File: config.mk
export PLATFORM = sky130hd
export DESIGN_NAME = carpma_denetleyici
export DESIGN_NICKNAME = d
export VERILOG_FILES = /design/src/rtl/carpma_denetleyici.sv
export SDC_FILE = /design/constraint.sdc
export NUM_CORES = 1
export LEC_CHECK = 0
export BUFFER_PORTS_ARGS = -buffer_cell sky130_fd_sc_hd__buf_2
export CAP_MARGIN = 5
export CORE_MARGIN = 2
export CORE_UTILIZATION = 49
export DETAILED_ROUTE_END_ITERATION = 8
export GPL_TIMING_DRIVEN = 0
export HOLD_SLACK_MARGIN = 0.06
export PLACE_DENSITY = 0.95
export SKIP_LAST_GASP = 1
export SLEW_MARGIN = 20
export SYNTH_ARGS = -nofsm -noshare
export SYNTH_HDL_FRONTEND = slang
export SYNTH_SLANG_ARGS = --single-unit
File: constraint.sdc
create_clock -name clk -period 7.17 [get_ports clk]
set_clock_uncertainty 0.2 [all_clocks]
set_input_delay 1.0755 -clock clk [delete_from_list [all_inputs] [get_ports clk]]
set_output_delay 1.0755 -clock clk [all_outputs]
set_load 0.02 [all_outputs]
File: src/rtl/carpma_denetleyici.sv
// rtl/carpma_denetleyici.sv - sequencer between a request port and a multi-cycle 32x32 multiplier
// Optional last-product cache enabled by defining CARPMA_ONBELLEK_EN.
module carpma_denetleyici #(
    parameter int BEKLEME_SINIRI = 24
) (
    input  logic        clk,
    input  logic        rst_g,
    input  logic        istek_gecerli,
    output logic        hazir,
    input  logic [1:0]  islem,
    input  logic [31:0] rs1,
    input  logic [31:0] rs2,
    output logic        sonuc_gecerli,
    input  logic        sonuc_hazir,
    output logic [31:0] sonuc,
    output logic        hata,
    output logic [31:0] carpici_a,
    output logic [31:0] carpici_b,
    output logic        carpici_a_isaretli,
    output logic        carpici_b_isaretli,
    output logic        carpici_istek,
    input  logic [63:0] carpici_sonuc,
    input  logic        carpici_bitti
);

    localparam int SW = $clog2(BEKLEME_SINIRI + 1);
    localparam logic [SW-1:0] SAYAC_SON = SW'(BEKLEME_SINIRI - 1);

    typedef enum logic [1:0] {BOS, ISTEK, BEKLE, SONUC} durum_t;

    durum_t      durum;
    logic [SW-1:0] sayac;
    logic [1:0]  islem_r;
    logic        a_isaretli;
    logic        b_isaretli;
    logic        onb_isabet;
    logic [31:0] onb_sonuc;

    always_comb begin
        a_isaretli = (islem == 2'b01) || (islem == 2'b10);
        b_isaretli = (islem == 2'b01);
    end

`ifdef CARPMA_ONBELLEK_EN
    logic        onb_gecerli;
    logic [31:0] onb_rs1;
    logic [31:0] onb_rs2;
    logic        onb_as;
    logic        onb_bs;
    logic [63:0] onb_carpim;

    // The low half does not depend on signedness, so MUL only needs matching operands.
    always_comb begin
        onb_isabet = onb_gecerli && (rs1 == onb_rs1) && (rs2 == onb_rs2) &&
                     ((islem == 2'b00) || ((a_isaretli == onb_as) && (b_isaretli == onb_bs)));
        onb_sonuc  = (islem == 2'b00) ? onb_carpim[31:0] : onb_carpim[63:32];
    end
`else
    always_comb begin
        onb_isabet = 1'b0;
        onb_sonuc  = 32'b0;
    end
`endif

    always_ff @(posedge clk or posedge rst_g) begin
        if (rst_g) begin
            durum              <= BOS;
            hazir              <= 1'b1;
            sonuc_gecerli      <= 1'b0;
            sonuc              <= 32'b0;
            hata               <= 1'b0;
            carpici_istek      <= 1'b0;
            carpici_a          <= 32'b0;
            carpici_b          <= 32'b0;
            carpici_a_isaretli <= 1'b0;
            carpici_b_isaretli <= 1'b0;
            sayac              <= '0;
            islem_r            <= 2'b00;
`ifdef CARPMA_ONBELLEK_EN
            onb_gecerli        <= 1'b0;
            onb_rs1            <= 32'b0;
            onb_rs2            <= 32'b0;
            onb_as             <= 1'b0;
            onb_bs             <= 1'b0;
            onb_carpim         <= 64'b0;
`endif
        end else begin
            carpici_istek <= 1'b0;
            case (durum)
                BOS: begin
                    if (istek_gecerli) begin
                        carpici_a          <= rs1;
                        carpici_b          <= rs2;
                        carpici_a_isaretli <= a_isaretli;
                        carpici_b_isaretli <= b_isaretli;
                        islem_r            <= islem;
                        hazir              <= 1'b0;
                        if (onb_isabet) begin
                            durum         <= SONUC;
                            sonuc         <= onb_sonuc;
                            hata          <= 1'b0;
                            sonuc_gecerli <= 1'b1;
                        end else begin
                            durum         <= ISTEK;
                            carpici_istek <= 1'b1;
                        end
                    end
                end
                ISTEK: begin
                    durum <= BEKLE;
                    sayac <= '0;
                end
                BEKLE: begin
                    // A done pulse on the limit cycle still delivers the real product.
                    if (carpici_bitti) begin
                        durum         <= SONUC;
                        sonuc         <= (islem_r == 2'b00) ? carpici_sonuc[31:0] : carpici_sonuc[63:32];
                        hata          <= 1'b0;
                        sonuc_gecerli <= 1'b1;
`ifdef CARPMA_ONBELLEK_EN
                        onb_gecerli   <= 1'b1;
                        onb_rs1       <= carpici_a;
                        onb_rs2       <= carpici_b;
                        onb_as        <= carpici_a_isaretli;
                        onb_bs        <= carpici_b_isaretli;
                        onb_carpim    <= carpici_sonuc;
`endif
                    end else if (sayac == SAYAC_SON) begin
                        durum         <= SONUC;
                        sonuc         <= 32'b0;
                        hata          <= 1'b1;
                        sonuc_gecerli <= 1'b1;
`ifdef CARPMA_ONBELLEK_EN
                        onb_gecerli   <= 1'b0;
`endif
                    end else begin
                        sayac <= sayac + 1'b1;
                    end
                end
                SONUC: begin
                    if (sonuc_hazir) begin
                        durum         <= BOS;
                        sonuc_gecerli <= 1'b0;
                        hata          <= 1'b0;
                        hazir         <= 1'b1;
                    end
                end
                default: durum <= BOS;
            endcase
        end
    end

endmodule

==> results.sh, run 1 <==
export IMPL_slowest_delay_ns=0.55
export IMPL_p_sw_w=0.00117
export IMPL_ctsHoldBuffers=0
export IMPL_yosysTopAreaCell="dfrtp_1"
export IMPL_gr_total_overflow=0
export IMPL_rows=35
export IMPL_routedWlPerCell_um=16.8
export IMPL_reg2reg_depth=7
export IMPL_nets=705
export IMPL_fin_ws_ns=4.84
export IMPL_antenna_found_initial=0
export IMPL_status="complete, no violations"
export IMPL_syn_area_um2=4640
export IMPL_end_kind="primary output"
export IMPL_drtIter0Drc=63
export IMPL_worst_path_max_delay_cell="dfstp_2"
export IMPL_intPower_w=0.00170
export IMPL_crit_start="hazir$_DFFE_PP1P_"
export IMPL_num_io_pins=237
export IMPL_ant_nets=0
export IMPL_fin_crit_ns=2.33
export IMPL_cts_buffers=9
export IMPL_sw_frac_of_total_pct=40.8
export IMPL_ys_ff_latch=111
export IMPL_cts_sinks=111
export IMPL_critPathCapture="hazir"
export IMPL_finalCritPeriodShare_pct=32.5
export IMPL_ys_async_sr_fraction_pct=100
export IMPL_synth_fp_nets=457
export IMPL_hpwl_um=9090
export IMPL_timing_rr_start="durum[0]$_DFFE_PP0P_"
export IMPL_cap_violations=0
export IMPL_gp_congestion=0.773
export IMPL_initial_core_util_pct=50.5
export IMPL_fin_setup_tns_ns=0
export IMPL_cp_max_fo=3
export IMPL_grt_max_degree=58
export IMPL_placed_cell_area_um2=6000
export IMPL_die_w_um=101
export IMPL_die_y_um=101
export IMPL_cp_top_family="flip-flops"
export IMPL_synthToLayoutAreaGrowth_pct=33.3
export IMPL_core_um2=9200
export IMPL_postSynthCellCount=315
export IMPL_cp_start_kind="register"
export IMPL_crit_arrival_ns=1.05
export IMPL_path_clk_slew_ns=0.09
export IMPL_drive_gt1_share_pct=59.8
export IMPL_synth_area_top_cells="dfrtp_1 59%, mux2_2 16%, mux2i_1 7.8%, o2bb2ai_1 6.2%, ha_1 1.9%"
export IMPL_sequentialPowerShare_pct=37.9
export IMPL_worst_pin_slew_ns=0.534
export IMPL_path_depth=1
export IMPL_vias=3531
export IMPL_synth_edf_count=0
export IMPL_grt_use_total_pct=22.0
export IMPL_pwr_density_cell_nw_per_um2=464
export IMPL_finalHoldViolCount=0
export IMPL_drcViolationCount=0
export IMPL_cp_cell_sequence="buf_2"
export IMPL_synth_ff_type="dfrtp_1"
export IMPL_io_buffers=236
export IMPL_required_ns=5.89
export IMPL_cts_tree="built"
export IMPL_cts_buffer_depth=2
export IMPL_maxSlewHeadroom_pct=64.4
export IMPL_critPathBufInv=1
export IMPL_diodes=0
export IMPL_via_per_inst=5.21
export IMPL_p_leak_nw=3.15
export IMPL_n_fill_cell=694
export IMPL_grt_pass1_wl_um=17400
export IMPL_p_clk_share_pct=12.9
export IMPL_htree_levels=3
export IMPL_grt_setup_unrepaired="no"
export IMPL_synth_common_cells="110 x dfrtp_1, 66 x mux2_2, 36 x mux2i_1"
export IMPL_r2r_end="carpici_b[17]$_DFFE_PP0P_"
export IMPL_yosysWarnings=0
export IMPL_die_area_um2=10300
export IMPL_peakVddDrop_uv=263
export IMPL_wl_um=11400
export IMPL_synth_top_area_share_pct=59.3
export IMPL_report_final_slew_viol_count=0
export IMPL_yosysUniqueCellTypes=33
export IMPL_syn_area_per_cell_um2=14.7
export IMPL_root_buffer="clkbuf_8"
export IMPL_grt_pass1_vias=3654
export IMPL_reg2reg_slack_ns=5.09
export IMPL_setup_viol=0
export IMPL_postCtsSetupBuffers=0
export IMPL_seq_area_frac_synth_pct=59.8
export IMPL_synth_most_common_cell="dfrtp_1"
export IMPL_final_area_um2=6190
export IMPL_dr_pass1_iters=4
export IMPL_place_ws_ns=4.66
export IMPL_combinationalPowerShare_pct=49.2
export IMPL_hold_class="reg -> reg"
export IMPL_clock_fmax_mhz=429
export IMPL_post_cts_resized=0
export IMPL_clkLatencyLatePin_ns=0.36
export IMPL_criticalPathCategory="reg -> out"
-- layer usage --
layer	vias to the layer above	routed length (µm)	track usage (%)	share of wire, %
li1	1642	-	-	-
met1	1736	4460	25.4	39
met2	144	6030	40.4	53
met3	9	754	6.21	6.6
met4	0	125	4.99	1.1
met5	-	0	0	0
-- registers in the layout, summed over array words and instances, names as in the netlist --
signal and flops:
durum 2, carpici_a 32, hata 1, carpici_istek 1, carpici_b 32, carpici_a_isaretli 1, islem_r 2, carpici_b_isaretli 1
sonuc 32, sayac 5, sonuc_gecerli 1, hazir 1
-- logic make-up (layout without fill, tap and decap cells) --
group                      after synthesis  after routing  synth area share (%)
buffers and inverters                   23            275                  2.83
muxes                                  103            103                  24.1
adders and majority gates                7              7                  1.89
and+or+nand+nor                         22             22                  2.53
DFF                                    111            111                  59.8
AOI/OAI and AO/OA                       49             49                  8.84
-- worst min-delay path by stage --
stage                                   startpoint  cells past startpoint                        endpoint  slack, ns
finish                       sonuc[18]$_DFFE_PP0P_                      1           sonuc[18]$_DFFE_PP0P_       0.29
global route                 sonuc[29]$_DFFE_PP0P_                      1           sonuc[29]$_DFFE_PP0P_       0.30
CTS                          sonuc[29]$_DFFE_PP0P_                      1           sonuc[29]$_DFFE_PP0P_       0.29
detailed placement           sonuc[14]$_DFFE_PP0P_                      1           sonuc[14]$_DFFE_PP0P_       0.27
global placement    carpici_a_isaretli$_DFFE_PP0P_                      2  carpici_a_isaretli$_DFFE_PP0P_       0.26
floorplan                   islem_r[1]$_DFFE_PP0P_                      2          islem_r[1]$_DFFE_PP0P_       0.27
-- layout by cell type (no fill, tap or decap), drive strengths merged, types with 2 or more instances in the layout --
cell type  Yosys  routed
clkinv         0       2
ha             7       7
mux2          67      67
dfrtp        110     110
buf           13     250
clkbuf         3      12
nand2b         3       3
a21oi          2       2
nor2           5       5
nand3          2       2
o2bb2ai       33      33
o21ai          6       6
inv            7       9
nand2          7       7
mux2i         36      36
a21o           2       2
-- per-stage QoR --
stage          util, %  hold WS [ns]  cells  power [W]
2_1_floorplan        -         0.270    315    0.00203
3_3_place_gp      64.9         0.263    662    0.00245
4_1_cts           67.3         0.295    678    0.00290
6_report          67.3         0.292    678    0.00287
3_5_place_dp      65.2         0.269    663    0.00253
5_1_grt           67.3         0.303    678    0.00304
-- final cells by class --
class | instances | area, µm² | share of cell area [%]
Sequential cell | 111 | 2780 | 44.9
Multi-Input combinational cell | 181 | 1730 | 28.0
Timing Repair Buffer | 237 | 1210 | 19.5
Tap cell | 111 | 139 | 2.24
Clock buffer | 9 | 124 | 2.00
Buffer | 16 | 105 | 1.70
Clock inverter | 6 | 68.8 | 1.11
Inverter | 7 | 31.3 | 0.505
-- power by group through the flow --
stage | sequential, W | combinational [W] | clock [W]
2_1_floorplan | 0.00144 | 0.000593 | 0
3_3_place_gp | 0.00108 | 0.00137 | 0
3_5_place_dp | 0.00110 | 0.00143 | 0
4_1_cts | 0.00109 | 0.00143 | 0.000380
5_1_grt | 0.00113 | 0.00151 | 0.000408
6_report | 0.00109 | 0.00141 | 0.000369
No activity file was read; power rests on OpenSTA's default activity.
==> inputs of run 2 (changes only) <==
--- a/config.mk
+++ b/config.mk
@@ -5,14 +5,15 @@
 export SDC_FILE = /design/constraint.sdc
 export NUM_CORES = 1
 export LEC_CHECK = 0
+export ABC_AREA = 1
 export BUFFER_PORTS_ARGS = -buffer_cell sky130_fd_sc_hd__buf_2
 export CAP_MARGIN = 5
 export CORE_MARGIN = 2
-export CORE_UTILIZATION = 49
+export CORE_UTILIZATION = 41
 export DETAILED_ROUTE_END_ITERATION = 8
 export GPL_TIMING_DRIVEN = 0
 export HOLD_SLACK_MARGIN = 0.06
-export PLACE_DENSITY = 0.95
+export PLACE_DENSITY = 0.86
 export SKIP_LAST_GASP = 1
 export SLEW_MARGIN = 20
 export SYNTH_ARGS = -nofsm -noshare
==> constraint.sdc (replaced) <==
create_clock -name clk -period 1.94 [get_ports clk]
set_clock_uncertainty 0.2 [all_clocks]
set_input_delay 0.291 -clock clk [delete_from_list [all_inputs] [get_ports clk]]
set_output_delay 0.291 -clock clk [all_outputs]
set_load 0.02 [all_outputs]
==> results.sh, run 2 <==
export IMPL_seq_area_frac_synth_pct=58.1
export IMPL_p_sw_w=0.00516
export IMPL_placed_cell_area_um2=6210
export IMPL_cp_start_kind="register"
export IMPL_hold_class="in -> reg"
export IMPL_core_um2=11400
export IMPL_via_per_inst=4.82
export IMPL_setup_viol=0
export IMPL_htree_levels=3
export IMPL_syn_area_um2=4780
export IMPL_ys_ff_latch=111
export IMPL_synth_fp_nets=719
export IMPL_cpMostUsedCell="nand2_1"
export IMPL_end_kind="register"
export IMPL_fin_setup_tns_ns=0
export IMPL_yosysTopAreaCell="dfrtp_1"
export IMPL_sequentialPowerShare_pct=35.3
export IMPL_die_y_um=112
export IMPL_cts_sinks=111
export IMPL_worst_path_max_delay_cell="clkbuf_1"
export IMPL_routedWlPerCell_um=15.3
export IMPL_status="complete, no violations"
export IMPL_layout_common_cells="279 x nand2_1, 246 x buf_2, 110 x dfrtp_1, 99 x dlygate4sd3_1, 66 x nor2_1"
export IMPL_drtIter0Drc=362
export IMPL_postSynthCellCount=577
export IMPL_nets=1068
export IMPL_cts_tree="built"
export IMPL_root_buffer="clkbuf_16"
export IMPL_finalCritPeriodShare_pct=96.7
export IMPL_combinationalPowerShare_pct=47.6
export IMPL_reg_top3="carpici_a x32, carpici_b x32, sonuc x32"
export IMPL_maxSlewHeadroom_pct=57.8
export IMPL_finalHoldViolCount=0
export IMPL_required_ns=2.02
export IMPL_fin_crit_ns=1.88
export IMPL_io_buffers=236
export IMPL_report_final_slew_viol_count=0
export IMPL_vias=5177
export IMPL_criticalPathCategory="reg -> reg"
export IMPL_worst_pin_slew_ns=0.632
export IMPL_drive_gt1_share_pct=32.4
export IMPL_peakVddDrop_uv=973
export IMPL_yosys_area_share_xor_xnor_pct=0.183
export IMPL_pwr_density_cell_nw_per_um2=1520
export IMPL_n_fill_cell=815
export IMPL_clock_fmax_mhz=533
export IMPL_synth_ff_type="dfrtp_1"
export IMPL_postCtsSetupBuffers=0
export IMPL_ant_nets=0
export IMPL_wl_um=16400
export IMPL_grt_use_total_pct=26.1
export IMPL_drcViolationCount=0
export IMPL_grt_pass1_vias=5326
export IMPL_num_io_pins=237
export IMPL_cp_cell_sequence="inv_1 -> ha_1 -> nand2_4 -> clkbuf_1 -> nand2_1 -> nand2_1"
export IMPL_cts_buffers=9
export IMPL_hpwl_um=9930
export IMPL_fin_hold_ws_ns=0.0815
export IMPL_synth_compound_area_share_pct=4.11
export IMPL_ys_async_sr_fraction_pct=100
export IMPL_cap_violations=0
export IMPL_p_clk_share_pct=17.0
export IMPL_grt_pass1_wl_um=26300
export IMPL_final_area_um2=7510
export IMPL_post_route_util_pct=65.8
export IMPL_yosysUniqueCellTypes=26
export IMPL_antenna_found_initial=0
export IMPL_grt_max_degree=32
export IMPL_intPower_w=0.00625
export IMPL_p_leak_nw=4.29
export IMPL_synth_area_top_cells="dfrtp_1 58%, nand2_1 22%, nor2_1 5.2%, o21ai_0 2.3%, ha_1 1.8%"
export IMPL_die_area_um2=12500
export IMPL_sw_frac_of_total_pct=45.3
export IMPL_die_w_um=112
export IMPL_cts_buffer_depth=2
export IMPL_synth_most_common_cell="nand2_1"
export IMPL_synth_common_cells="279 x nand2_1, 110 x dfrtp_1, 66 x nor2_1"
export IMPL_place_ws_ns=0.0400
export IMPL_syn_area_per_cell_um2=8.29
export IMPL_synth_area_mux_share_pct=0
export IMPL_synthToLayoutAreaGrowth_pct=57.1
export IMPL_crit_arrival_ns=1.95
export IMPL_final_common_cell="nand2_1"
export IMPL_rows=39
export IMPL_fin_ws_ns=0.0640
export IMPL_dr_pass1_iters=5
export IMPL_clkLatencyLatePin_ns=0.34
export IMPL_gr_total_overflow=0
export IMPL_cp_max_fo=10
export IMPL_synth_top_family_by_area="simple AND/OR/NAND/NOR gates"
export IMPL_gp_congestion=0.841
export IMPL_synth_edf_count=0
export IMPL_initial_core_util_pct=41.9
export IMPL_path_clk_slew_ns=0.08
export IMPL_slowest_delay_ns=0.42
export IMPL_synthAdderAreaFrac_pct=1.83
export IMPL_synth_simple_area_share_pct=31.2
export IMPL_yosysWarnings=0
export IMPL_diodes=0
export IMPL_synth_top_area_share_pct=57.6
export IMPL_grt_setup_unrepaired="no"
-- run 2: changes by cell type after synthesis, moves of 4 or more --
cell	delta
o2bb2ai_1	-33
mux2i_1	-36
nand3_1	+7
o21ai_1	+15
buf_2	+4
nand2_2	+13
mux2_2	-66
clkbuf_1	+4
o21ai_0	+17
inv_2	+4
nand2_1	+272
inv_1	+6
nor2_1	+62
-- run 2: metal layers --
metal | track usage [%] | wire length, µm
met1 | 32.2 | 6450
met2 | 44.9 | 7940
met3 | 6.80 | 1650
met4 | 8.78 | 347
met5 | 0 | 0
-- run 2: worst paths after layout --
check	from	end	slack, ns	depth (start not counted)
max in group asynchronous	rst_g	sonuc[5]$_DFFE_PP0P_	0.40	5
max reg2reg	durum[0]$_DFFE_PP0P_	carpici_a[9]$_DFFE_PP0P_	0.06	6
min	sonuc_hazir	hazir$_DFFE_PP1P_	0.08	4
max	durum[0]$_DFFE_PP0P_	carpici_a[9]$_DFFE_PP0P_	0.06	6
min in group asynchronous	rst_g	sonuc[22]$_DFFE_PP0P_	0.37	3
min reg2reg	sonuc[30]$_DFFE_PP0P_	sonuc[30]$_DFFE_PP0P_	0.28	2
-- run 2: kinds of logic after synthesis --
logic type | Yosys count
fa+ha+maj | 7
buf+inv | 44
compound gates | 39
simple gates | 375
xor+xnor | 1
flops | 111
-- run 2: power groups by stage --
stage	Sequential (W)	Clock, W	Combinational, W
after detailed placement	0.00397	0	0.00515
after global placement	0.00397	0	0.00499
after global routing	0.00415	0.00209	0.00593
after CTS	0.00398	0.00197	0.00529
after floorplan	0.00521	0	0.00206
final	0.00403	0.00194	0.00543
-- run 2: final cells by class --
cell class,count,area (µm²),share of cell area (%)
clock inverter,7,85.1,1.13
inverter,17,67.6,0.899
tap,143,179,2.38
buffer,27,159,2.11
clock buffer,9,225,3.00
timing repair buffer,338,2230,29.7
sequential,111,2780,37.0
multi-input combinational,422,1790,23.8
-- run 2: critical path, delay by kind of cell, from the launching register on --
kind	cells	cell delay, ns
adder cells (fa/ha/maj)	1	0.25
buffers and inverters	2	0.52
flip-flops	1	0.41
AND/OR/NAND/NOR	3	0.43
-- run 2: stage by stage --
step                      power (W)  instances
after detailed placement    0.00913        959
final                        0.0114       1074
after CTS                    0.0112       1074
after global placement      0.00896        956
after global routing         0.0122       1074
after floorplan             0.00727        577
-- run 2: repair_timing --
item / in CTS / in global routing
resized for setup: 0 / 4
hold buffers: 99 / 0
setup endpoints to repair: 0 / 49
endpoints found under the hold margin: 121 / 0
